<file path="src/rtl/spi_pix_injector.sv">
// SPI command decoder and pixel injector: register burst read/write, multi-byte pixel assembly, camera/SPI mux.
// tx_dat, register writes and the spi pixel pulse all land one cycle after byte_vld; there is no backpressure, so one byte per cycle is accepted.
module spi_pix_injector #(
  parameter int PIX_BYTES = 6,
  parameter int REG_AW    = 3
) (
  input  logic                        i_clk,
  input  logic                        i_rst,
  input  logic                        i_css,
  input  logic                        i_byte_vld,
  input  logic [7:0]                  i_byte_dat,
  output logic [7:0]                  o_tx_dat,
  input  logic [7:0]                  i_ret_dat,
  input  logic                        i_cam_dv,
  input  logic                        i_cam_rst,
  input  logic [PIX_BYTES*8-1:0]      i_cam_dat,
  output logic                        o_out_vld,
  output logic                        o_out_rst,
  output logic [PIX_BYTES*8-1:0]      o_out_dat,
  output logic [(2**REG_AW)*8-1:0]    o_cfg
);

  localparam int REG_N = 2**REG_AW;
  localparam int PW    = PIX_BYTES*8;
  localparam int BCW   = (PIX_BYTES > 1) ? $clog2(PIX_BYTES) : 1;
  localparam logic [REG_AW-1:0] STAT_IDX = REG_AW'(REG_N-1);
  localparam logic [BCW-1:0]    BC_LAST  = BCW'(PIX_BYTES-1);

  typedef enum logic [2:0] {
    S_IDLE, S_CMD_WR_A, S_WR_BURST, S_CMD_RD_A, S_RD_BURST, S_STREAM, S_DROP
  } state_t;

  state_t              r_state;
  state_t              w_state_nxt;
  logic [7:0]          r_reg [REG_N];
  logic [REG_AW-1:0]   r_ptr;
  logic [BCW-1:0]      r_bc;
  logic [PW-1:0]       r_pix_sr;
  logic [PW-1:0]       r_spi_pix;
  logic                r_spi_vld;
  logic                r_scr_rst;
  logic                r_perr;
  logic [7:0]          r_tx_dat;

  logic [7:0]          w_status;
  logic [REG_AW-1:0]   w_rd_idx;
  logic [7:0]          w_rd_val;
  logic [PW-1:0]       w_pix_shift;
  logic                w_src_spi;

  always_ff @(posedge i_clk) begin
    if (i_rst) r_state <= S_IDLE;
    else       r_state <= w_state_nxt;
  end

  always_comb begin
    w_state_nxt = r_state;
    if (!i_css) begin
      w_state_nxt = S_IDLE;
    end else if (i_byte_vld) begin
      case (r_state)
        S_IDLE: begin
          case (i_byte_dat)
            8'h80:   w_state_nxt = S_CMD_WR_A;
            8'h81:   w_state_nxt = S_CMD_RD_A;
            8'h55:   w_state_nxt = S_STREAM;
            default: w_state_nxt = S_DROP;
          endcase
        end
        S_CMD_WR_A: w_state_nxt = S_WR_BURST;
        S_CMD_RD_A: w_state_nxt = S_RD_BURST;
        default:    w_state_nxt = r_state;
      endcase
    end
  end

  assign w_status    = {5'b0, r_scr_rst, (r_state == S_STREAM), r_perr};
  assign w_rd_idx    = (r_state == S_CMD_RD_A) ? i_byte_dat[REG_AW-1:0] : r_ptr;
  assign w_rd_val    = (w_rd_idx == STAT_IDX) ? w_status : r_reg[w_rd_idx];
  // First byte of a pixel ends up in the MSB after PIX_BYTES shifts.
  assign w_pix_shift = (r_pix_sr << 8) | PW'(i_byte_dat);

  always_ff @(posedge i_clk) begin
    if (i_rst) begin
      for (int k = 0; k < REG_N; k++) r_reg[k] <= 8'h00;
      r_ptr     <= '0;
      r_bc      <= '0;
      r_pix_sr  <= '0;
      r_spi_pix <= '0;
      r_spi_vld <= 1'b0;
      r_scr_rst <= 1'b0;
      r_perr    <= 1'b0;
      r_tx_dat  <= 8'hFF;
    end else begin
      r_spi_vld <= 1'b0;
      if (!i_css) begin
        // A transaction ending mid-pixel drops the partial bytes and flags it.
        r_bc <= '0;
        if (r_state == S_STREAM && r_bc != '0) r_perr <= 1'b1;
      end else if (i_byte_vld) begin
        case (r_state)
          S_IDLE: begin
            r_tx_dat <= 8'hFF;
            if (i_byte_dat == 8'h40) r_scr_rst <= 1'b0;
            if (i_byte_dat == 8'h41) r_scr_rst <= 1'b1;
          end
          S_CMD_WR_A: r_ptr <= i_byte_dat[REG_AW-1:0];
          S_WR_BURST: begin
            if (r_ptr == STAT_IDX) r_perr <= 1'b0;
            else                   r_reg[r_ptr] <= i_byte_dat;
            r_ptr <= r_ptr + REG_AW'(1);
          end
          S_CMD_RD_A: begin
            r_tx_dat <= w_rd_val;
            r_ptr    <= i_byte_dat[REG_AW-1:0] + REG_AW'(1);
          end
          S_RD_BURST: begin
            r_tx_dat <= w_rd_val;
            r_ptr    <= r_ptr + REG_AW'(1);
          end
          S_STREAM: begin
            r_tx_dat <= i_ret_dat;
            r_pix_sr <= w_pix_shift;
            if (r_bc == BC_LAST) begin
              r_spi_pix <= w_pix_shift;
              r_spi_vld <= 1'b1;
              r_bc      <= '0;
            end else begin
              r_bc <= r_bc + BCW'(1);
            end
          end
          default: r_tx_dat <= 8'hFF;
        endcase
      end
    end
  end

  always_comb begin
    o_cfg = '0;
    for (int k = 0; k < REG_N-1; k++) o_cfg[k*8 +: 8] = r_reg[k];
    o_cfg[(REG_N-1)*8 +: 8] = w_status;
  end

  assign w_src_spi = r_reg[0][0];
  assign o_tx_dat  = r_tx_dat;
  assign o_out_vld = w_src_spi ? r_spi_vld : i_cam_dv;
  assign o_out_rst = w_src_spi ? r_scr_rst : i_cam_rst;
  assign o_out_dat = w_src_spi ? r_spi_pix : i_cam_dat;

endmodule

</file>
<file path="config.mk">
export PLATFORM = sky130hd
export DESIGN_NAME = spi_pix_injector
export DESIGN_NICKNAME = d
export VERILOG_FILES = /design/src/rtl/spi_pix_injector.sv
export SDC_FILE = /design/constraint.sdc
export NUM_CORES = 1
export LEC_CHECK = 0
export ABC_CLOCK_PERIOD_IN_PS = 2800
export CAP_MARGIN = 20
export CORE_ASPECT_RATIO = 0.5
export CORE_UTILIZATION = 48
export DETAILED_ROUTE_END_ITERATION = 8
export HOLD_SLACK_MARGIN = 0.06
export PLACE_DENSITY = 0.85
export SLEW_MARGIN = 5
export SYNTH_ARGS = -nofsm -noshare
export SYNTH_HDL_FRONTEND = slang
export SYNTH_SLANG_ARGS = --single-unit
</file>
<file path="constraint.sdc">
create_clock -name i_clk -period 2.8 [get_ports i_clk]
set_clock_uncertainty 0.1 [all_clocks]
set_input_delay 0.7 -clock i_clk [delete_from_list [all_inputs] [get_ports i_clk]]
set_output_delay 0.7 -clock i_clk [all_outputs]
set_load 0.1 [all_outputs]
</file>
==> qor.yml <==
finish:
  postLayoutCoreUtil_pct: 70.4
  instances_no_fill: 1261
  area_growth_pct: 40.4
  num_antenna_cells: 0
  largest_reg_flops: 56
  nets: 1098
  fillCellCount: 1070
  drive_gt1_share_pct: 25.9
grt:
  grt_overflow: 0
  grt_first_pass_wirelength_um: 36400
  grt_use_total_pct: 27.8
  grt_max_degree: 91
  antenna_found_initial: 0
  grt_pass1_vias: 6873
routing:
  drcViolationCount: 1
  vias: 7130
  first_iter_violations: 769
  wl_per_cell_um: 18.7
  drtPass1Iterations: 9
  final_antenna_net_count: 0
  drt-total-wl_um: 23500
  routed_via_density: 5.65
placed_design:
  port_buffers: 186
  place.detailed.hpwl_um: 16300
  place_inst: 1229
  gp_congestion: 0.936
  pre_cts_slack_ns: -0.0421
run_status:
  violations: "design-rule violations"
  status: "complete, but fails checks"
min_path:
  worstHoldStart: "r_pix_sr[38]"
  holdPathEnd: "r_spi_pix[46]"
  hold_path.class: "register to register"
  min_path_cells: 2
floorplanning:
  die_h_um: 92.7
  fp.dieArea_um2: 17000
  core_um2: 15700
  fp.dieW_um: 183
  io_pins: 192
  num_rows: 32
  initial_core_util_pct: 50.1
yosys:
  yosysUniqueCellTypes: 65
  syn_inst: 845
  ys_ff_latch: 164
  async_reset_ff_share_pct: 0
  synth_edf_count: 56
  post_synth_instance_area_um2: 7890
  synth-main-ff-cell: "dfxtp_1"
  avgSynthCellArea_um2: 9.34
  yosysSeqAreaShare_pct: 48.7
  yosysWarnings: 0
setup_path:
  critPathSlowestCell: "dfxtp_1"
  r2r_slack_ns: 0.26
  r2r_end: "r_spi_pix[3]"
  cp_data_required_time_ns: 2.00
  crit_path_end_kind: "primary output"
  critPathMaxStageDelay_ns: 0.55
  critical_path_arrival_ns: 1.83
  rr_worst_depth: 7
  worst_r2r_startpoint: "r_state[2]"
  crit_type: "register to primary output"
  path_max_fanout: 13
  path_cells: "buf_4 > and3b_1 > buf_12"
  worstSetupStartpointType: "register"
clock_network:
  ctsHoldBuffers: 0
  cts_max_path_buffers: 2
  cts-buffers-inserted: 17
  postCtsResizedCells: 0
  clockRootBuffer: "clkbuf_16"
  post_cts.repair.setup_buffers: 0
  path_clk_slew_ns: 0.08
  cts_tree: "yes"
  cts_sinks: 164
  clk_latency_ns: 0.43
  cts.htree.levels: 4
timing:
  grt_setup_unrepaired: "no"
  setup_viol: 0
  worst_slack_ns: 0.173
  drv_slew: 0
  fmax_mhz: 381
  holdWs_ns: 0.354
  period_share_pct: 93.8
  worstMarginPinSlew_ns: 0.885
  hold_viol_final: 0
  slew_headroom_pct: 41.0
  finalCriticalPeriod_ns: 2.63
run:
  cap_violations: 0
pwr:
  power.density_nw_per_um2: 560
  peakVddDrop_v: 0.000470
  p_leak_nw: 4.28
[how the worst max path moves through the flow]
stage,to,from,cells past startpoint,slack (ns)
floorplan,r_reg[5][0],i_byte_vld,6,0.32
global placement,r_reg[1][3],i_byte_vld,6,0.0009
detailed placement,r_reg[1][7],i_byte_vld,6,-0.04
CTS,o_cfg[57],r_state[2],3,0.20
global route,o_cfg[57],r_state[2],3,0.12
finish,o_cfg[57],r_state[2],3,0.17
[placed cells by master (no fill, tap or decap), drive strengths merged, types with 17 or more instances in the layout]
| master | instances |
|---|---|
| nor2 | 20 |
| edfxtp | 56 |
| clkbuf | 17 |
| dfxtp | 108 |
| clkdlybuf4s50 | 68 |
| mux2 | 53 |
| buf | 161 |
| mux2i | 40 |
| nand2 | 205 |
| a21oi | 112 |
| and2 | 58 |
[report_power, final]
group / total (mW) / internal (mW) / switching [mW]
clock network: 2.48 / 1.26 / 1.22
logic: 1.20 / 0.393 / 0.803
registers: 2.52 / 2.49 / 0.0356
[area by class of cell]
class | count | area, um^2 | area share (%)
sequential | 164 | 3840 | 34.7
multi-input combinational | 612 | 3720 | 33.5
timing repair buffer | 229 | 2590 | 23.4
clock buffer | 17 | 425 | 3.84
tap | 221 | 277 | 2.50
clock inverter | 15 | 216 | 1.95
inverter | 3 | 11.3 | 0.102
[synth_stat cells (3+ instances only)]
cell,count,area [um^2]
nand2_1,205,769
a21oi_1,112,561
dfxtp_1,108,2160
and2_1,58,363
edfxtp_1,56,1680
mux2_2,53,597
mux2i_1,39,390
clkbuf_1,38,143
nor2_1,20,75.1
buf_2,15,75.1
o21ai_0,13,65.1
nand2b_1,10,62.6
nand3_1,10,50.1
buf_4,9,67.6
nor2b_1,8,50.1
nor3_1,5,25.0
o221a_2,5,56.3
or2_2,5,31.3
or3_1,5,31.3
buf_1,4,15.0
o2111ai_1,4,35.0
a221oi_1,3,26.3
buf_6,3,33.8
inv_1,3,11.3
[metal layers]
layer  vias up  global-route usage [%]  wire [um]
met5         -                    3.08         35
met4         2                    10.3        686
met3        73                    7.04       1980
met2       369                    46.5      11400
met1      3411                    34.5       9450
li1       3275                       -          -
[per-stage QoR]
stage               TNS (ns)  power [mW]  area (um^2)
finish                     0        6.20        11100
global route               0        6.33        11100
CTS                        0        6.19        11100
detailed placement    -0.410        3.76        10400
global placement           0        3.75        10400
floorplan                  0        3.34         7900
[worst max-delay path, delay by kind of cell, from the launching register on]
family,cells,cell delay [ns]
buffers and inverters,2,0.46
DFF,1,0.55
and+or+nand+nor,1,0.39
[logic make-up (layout without fill, tap and decap cells)]
group,after synthesis,after routing,synth area share (%)
AND/OR/NAND/NOR,347,347,21.3
AO/OA/AOI/OAI,164,164,12.3
flip-flops,164,164,48.7
multiplexers,93,93,12.8
buffers and inverters,73,264,4.44
XOR/XNOR,2,2,0.222
adder cells (fa/ha/maj),1,1,0.159
other,1,5,0.0475
Power figures use the tool's default switching activity.
